## src/rtl/input_conditioner.sv

```systemverilog
// Synchronizes and debounces the switches and buttons, then latches button chords into an opcode on release.
// Latency 2 + DEBOUNCE_CYCLES cycles from raw edge to a/b/btn_level; there is no backpressure and outputs are always live.
module input_conditioner #(
   parameter int DEBOUNCE_CYCLES = 1000000,
   parameter int CNT_WIDTH       = 20
) (
   input  logic        clk,
   input  logic        reset,
   input  logic [15:0] sw_raw,
   input  logic [3:0]  btn_raw,
   output logic [7:0]  a,
   output logic [7:0]  b,
   output logic [3:0]  op_code,
   output logic [3:0]  btn_level,
   output logic [3:0]  btn_press,
   output logic        op_valid
);

   localparam logic [CNT_WIDTH-1:0] CNT_MAX = CNT_WIDTH'(DEBOUNCE_CYCLES - 1);

   typedef enum logic {IDLE, COLLECT} state_t;

   logic [19:0]          sync1;
   logic [19:0]          sync2;
   logic [15:0]          s_sw;
   logic [3:0]           s_btn;
   logic [15:0]          sw_prev;
   logic [CNT_WIDTH-1:0] sw_cnt;
   logic [CNT_WIDTH-1:0] sw_cnt_nxt;
   logic                 sw_load;
   logic [CNT_WIDTH-1:0] btn_cnt [4];
   state_t               state;
   state_t               state_nxt;
   logic [3:0]           chord;
   logic [3:0]           chord_nxt;
   logic [3:0]           op_code_nxt;
   logic                 op_valid_nxt;

   assign s_sw  = sync2[19:4];
   assign s_btn = sync2[3:0];

   always_ff @(posedge clk or posedge reset) begin
      if (reset) begin
         sync1 <= '0;
         sync2 <= '0;
      end else begin
         sync1 <= {sw_raw, btn_raw};
         sync2 <= sync1;
      end
   end

   // Operands load on the same edge the stability count reaches its limit, so
   // a changed value appears 2 + DEBOUNCE_CYCLES cycles after the raw edge.
   always_comb begin
      sw_cnt_nxt = sw_cnt;
      if (s_sw != sw_prev) begin
         sw_cnt_nxt = '0;
      end else if (sw_cnt != CNT_MAX) begin
         sw_cnt_nxt = sw_cnt + 1'b1;
      end
   end

   assign sw_load = (s_sw == sw_prev) && (sw_cnt_nxt == CNT_MAX);

   always_ff @(posedge clk or posedge reset) begin
      if (reset) begin
         sw_prev <= '0;
         sw_cnt  <= '0;
         a       <= '0;
         b       <= '0;
      end else begin
         sw_prev <= s_sw;
         sw_cnt  <= sw_cnt_nxt;
         if (sw_load) begin
            a <= s_sw[15:8];
            b <= s_sw[7:0];
         end
      end
   end

   always_ff @(posedge clk or posedge reset) begin
      if (reset) begin
         btn_level <= '0;
         btn_press <= '0;
         for (int i = 0; i < 4; i++) begin
            btn_cnt[i] <= '0;
         end
      end else begin
         for (int i = 0; i < 4; i++) begin
            btn_press[i] <= 1'b0;
            if (s_btn[i] == btn_level[i]) begin
               btn_cnt[i] <= '0;
            end else if (btn_cnt[i] == CNT_MAX) begin
               btn_level[i] <= s_btn[i];
               btn_press[i] <= s_btn[i];
               btn_cnt[i]   <= '0;
            end else begin
               btn_cnt[i] <= btn_cnt[i] + 1'b1;
            end
         end
      end
   end

   always_ff @(posedge clk or posedge reset) begin
      if (reset) begin
         state    <= IDLE;
         chord    <= '0;
         op_code  <= '0;
         op_valid <= 1'b0;
      end else begin
         state    <= state_nxt;
         chord    <= chord_nxt;
         op_code  <= op_code_nxt;
         op_valid <= op_valid_nxt;
      end
   end

   always_comb begin
      state_nxt    = state;
      chord_nxt    = chord;
      op_code_nxt  = op_code;
      op_valid_nxt = 1'b0;
      case (state)
         IDLE: begin
            chord_nxt = '0;
            if (btn_level != '0) begin
               state_nxt = COLLECT;
               chord_nxt = btn_level;
            end
         end
         COLLECT: begin
            chord_nxt = chord | btn_level;
            // Commit only once every button of the chord has been released.
            if (btn_level == '0) begin
               op_code_nxt  = chord;
               op_valid_nxt = 1'b1;
               state_nxt    = IDLE;
            end
         end
         default: state_nxt = IDLE;
      endcase
   end

endmodule

```

## config.mk

```make
export PLATFORM = sky130hd
export DESIGN_NAME = input_conditioner
export DESIGN_NICKNAME = d
export VERILOG_FILES = /design/src/rtl/input_conditioner.sv
export SDC_FILE = /design/constraint.sdc
export NUM_CORES = 1
export LEC_CHECK = 0
export ABC_CLOCK_PERIOD_IN_PS = 8100
export CAP_MARGIN = 20
export CORE_ASPECT_RATIO = 0.5
export CORE_MARGIN = 5
export CORE_UTILIZATION = 40
export DETAILED_ROUTE_END_ITERATION = 8
export PLACE_DENSITY = 0.63
export SYNTH_ARGS = -nofsm -noshare
export SYNTH_HDL_FRONTEND = slang
export SYNTH_SLANG_ARGS = --single-unit
```

## constraint.sdc

```tcl
create_clock -name clk -period 8.1 [get_ports clk]
set_input_delay 1.62 -clock clk [delete_from_list [all_inputs] [get_ports clk]]
set_output_delay 1.62 -clock clk [all_outputs]
set_load 0.05 [all_outputs]
```

==> impl_metrics.py <==
metrics = {
    "sta": {
        "max-slew-margin-rel_pct": 44.5,
        "timing.final.max_slew_violations": 0,
        "min_period_ps": 3390,
        "hold_ws_ps": 344,
        "finClkSkew_ps": 11.8,
        "setup_viol": 0,
        "worst_pin_slew_ps": 829,
        "clock.fmax_mhz": 295,
        "totalNegativeSetupSlack_ps": 0,
        "rsz0062_at_grt": "no",
        "final_hold_viol_count": 0,
        "tcrit_tclk_final_pct": 41.8,
    },
    "clock_tree": {
        "cts_tree": "yes",
        "postCtsHoldBufs": 0,
        "max-clock-path-buffers": 2,
        "clk_pin_slew_worst_paths_ps": 70,
        "clock_latency_ps": 430,
        "cts_made_buffers": 17,
        "ctsHtreeMaxLevel": 4,
        "numClockSinks": 190,
        "root_buffer": "clkbuf_16",
        "cts.repair.resized": 0,
        "post_cts.repair.setup_buffers": 0,
    },
    "logic_synthesis": {
        "ys_dominant_reg_cell": "dfrtp_1",
        "ys_top_cells_by_area": "dfrtp_1 60%, xor2_1 6.4%, nor2_1 6.0%",
        "yosysSeqAreaShare_pct": 60.2,
        "post_synth_edffs": 0,
        "mean_syn_cell_area_um2": 11.3,
        "synth_cells": 699,
        "count_of_different_cell_masters_after_synthesis": 42,
        "synth.cell_area_um2": 7900,
        "synth_nets": 726,
        "largest_area_contributor_in_the_netlist": "dfrtp_1",
        "synth_seq_cells": 190,
        "post-synth-top-area-fraction_pct": 60.2,
        "synth.yosys.warnings": 0,
        "synth-async-reset-ratio_pct": 100,
    },
    "pwr": {
        "max-vdd-ir-drop_mv": 0.155,
        "power_per_cell_area_nw_per_um2": 201,
        "power.leakage_nw": 4.07,
    },
    "critical_path": {
        "critPathCaptureType": "output pin",
        "worstReg2RegStart": "sync2[16]",
        "timing.reg2reg.setup_slack_ps": 4750,
        "worstPathMaxFanout": 6,
        "cpPeakStageDelay_ps": 860,
        "cpMaxStageDelayCell": "clkdlybuf4s50_1",
        "worst_setup_path_start_kind": "flop",
        "crit_end": "btn_level[0]",
        "cp_data_required_time_ps": 6480,
        "criticalPathCategory": "flop to output pin",
        "critPathArrivalTime_ps": 1770,
        "rr_worst_depth": 8,
        "path_depth": 1,
        "crit_family": "buffers and inverters",
        "regToRegEndpoint": "a[2]",
        "path_cells": "clkdlybuf4s50_1",
        "startpoint": "btn_level[0]",
        "critical_path.n_buffers_inverters": 1,
    },
    "global_route": {
        "via_count_of_the_first_global_routing_pass": 5100,
        "maximum_number_of_pins_on_one_net_before_global_route_repair": 106,
        "grt_first_pass_wirelength_um": 24300,
        "grt_util_all_layers_pct": 12.9,
        "antenna_violations_before_repair": 0,
        "grt-ovfl-total": 0,
    },
    "job": {
        "timing.max_cap.violations": 0,
    },
    "die": {
        "io_pins": 51,
        "std_cell_rows": 36,
        "fp.dieW_um": 209,
        "core_area_um2": 19400,
        "die_height_um": 109,
        "start_util_pct": 40.7,
        "design.die.area_um2": 22800,
    },
    "placed_design": {
        "gp_congestion": 0.824,
        "place.detailed.hpwl_um": 9150,
        "placed_area_um2": 8670,
        "numPortBuffers": 50,
    },
    "drt": {
        "vias": 5018,
        "drc": 0,
        "drt_pre_antenna_iters": 4,
        "drt_iter0_drc": 272,
        "wirelength_um": 13800,
        "routedWlPerCell_um": 13.3,
        "detail_route.vias_per_cell": 4.86,
        "drt.antenna.violating_nets": 0,
    },
    "final_layout": {
        "multi_input_area_um2": 3010,
        "layout.filler_cells": 1723,
        "layout-drive-gt1-share_pct": 7.70,
        "antenna_cells_inserted": 0,
        "finalNetCount": 781,
        "regArea_um2": 4750,
        "syn2layout_area_growth_pct": 17.5,
        "final_area_um2": 9290,
    },
    "worst_hold_path": {
        "hold_class": "flop to flop",
    },
    "status": {
        "run_status": "complete, no violations",
    },
}
## worst min-delay path by stage
stage	startpoint	to	slack [ps]	depth (start not counted)
after detailed placement	sync1[11]	sync2[11]	330	0
final	sync1[9]	sync2[9]	340	0
after global routing	sync1[9]	sync2[9]	350	0
after CTS	sync1[9]	sync2[9]	350	0
after floorplan	sync1[0]	sync2[0]	330	0
after global placement	sync1[0]	sync2[0]	330	0
## synthesized netlist by cell type (2+ instances only)
| cell | n |
|---|---|
| dfrtp_1 | 190 |
| nor2_1 | 126 |
| xor2_1 | 58 |
| xnor2_1 | 52 |
| nand2_1 | 49 |
| nand3_1 | 49 |
| and3_1 | 23 |
| nand4_1 | 18 |
| inv_1 | 15 |
| clkbuf_1 | 14 |
| nor4_1 | 11 |
| mux2_2 | 10 |
| mux2_4 | 10 |
| nor3_1 | 10 |
| o21ai_0 | 7 |
| a21oi_1 | 6 |
| and4_1 | 5 |
| ha_1 | 5 |
| a21o_1 | 4 |
| nor3b_1 | 4 |
| or3_1 | 4 |
| nand2b_1 | 3 |
| nand3b_1 | 3 |
| or4_1 | 3 |
| and4b_1 | 2 |
| nor4b_1 | 2 |
## layout by cell type (no fill, tap or decap), types with 2 or more instances in the layout
| master | instances |
|---|---|
| a21oi_1 | 6 |
| nand3b_1 | 3 |
| ha_1 | 5 |
| inv_6 | 5 |
| a21o_1 | 4 |
| nor3b_1 | 4 |
| inv_1 | 14 |
| nand4_1 | 18 |
| and4_1 | 5 |
| mux2_2 | 10 |
| nand2b_1 | 3 |
| or3_1 | 4 |
| o21ai_0 | 7 |
| nor4b_1 | 2 |
| clkbuf_16 | 17 |
| xnor2_1 | 52 |
| buf_4 | 2 |
| nor3_1 | 10 |
| or4_1 | 3 |
| xor2_1 | 58 |
| bufinv_16 | 2 |
| clkdlybuf4s50_1 | 50 |
| nand2_1 | 49 |
| dfrtp_1 | 190 |
| and4b_1 | 2 |
| nor2_1 | 126 |
| mux2_4 | 10 |
| and3_1 | 23 |
| nand3_1 | 49 |
| clkbuf_8 | 2 |
| clkbuf_1 | 2 |
| nor4_1 | 11 |
## where the power goes
group	leakage [nW]	switching [mW]	total, mW	internal [mW]
Clock	0.285	0.359	0.834	0.475
Sequential	2.52	0.0122	0.980	0.967
Combinational	1.27	0.0319	0.0518	0.0199
## flip-flops by register name, summed over array words and instances (netlist names)
signal,flops
op_valid,1
sw_prev,16
sync2,20
state,1
chord,4
a,8
sync1,20
op_code,4
btn_level,4
b,8
sw_cnt,20
btn_cnt,80
btn_press,4
## layout make-up
class / instances / share of cell area [%]
repair buffers: 53 / 5.85
well taps: 266 / 3.58
multi-input cells: 477 / 32.4
clock inverters: 10 / 1.35
clock buffers: 21 / 4.96
flip-flops and latches: 190 / 51.2
inverters: 15 / 0.687
## per-stage QoR
stage,instances,setup WS (ps),utilization [%],power (mW)
final,1032,4710,47.8,1.87
after global routing,1032,4440,47.8,1.94
after CTS,1031,4610,47.7,1.89
after detailed placement,1000,4290,44.7,1.05
after global placement,1000,4320,44.7,1.05
after floorplan,699,1310,-,1.03
## kinds of logic (layout without fill, tap and decap cells)
group	count (synthesis)	after routing	synth area share (%)
xor+xnor	110	110	12.2
fa+ha+maj	6	6	0.919
buf+inv	32	99	1.76
mux	20	20	3.33
compound gates	23	23	1.90
simple gates	318	318	19.7
flops	190	190	60.2
## layer usage
layer	track usage, %	share of wire (%)	wire, um	vias to the layer above
met3	3.05	2.5	349	20
met1	17.0	48	6600	2494
met5	0	0	0	-
met2	21.5	48	6610	48
met4	4.28	1.4	194	0
li1	-	-	-	2456
No activity file was read; power rests on OpenSTA's default activity.
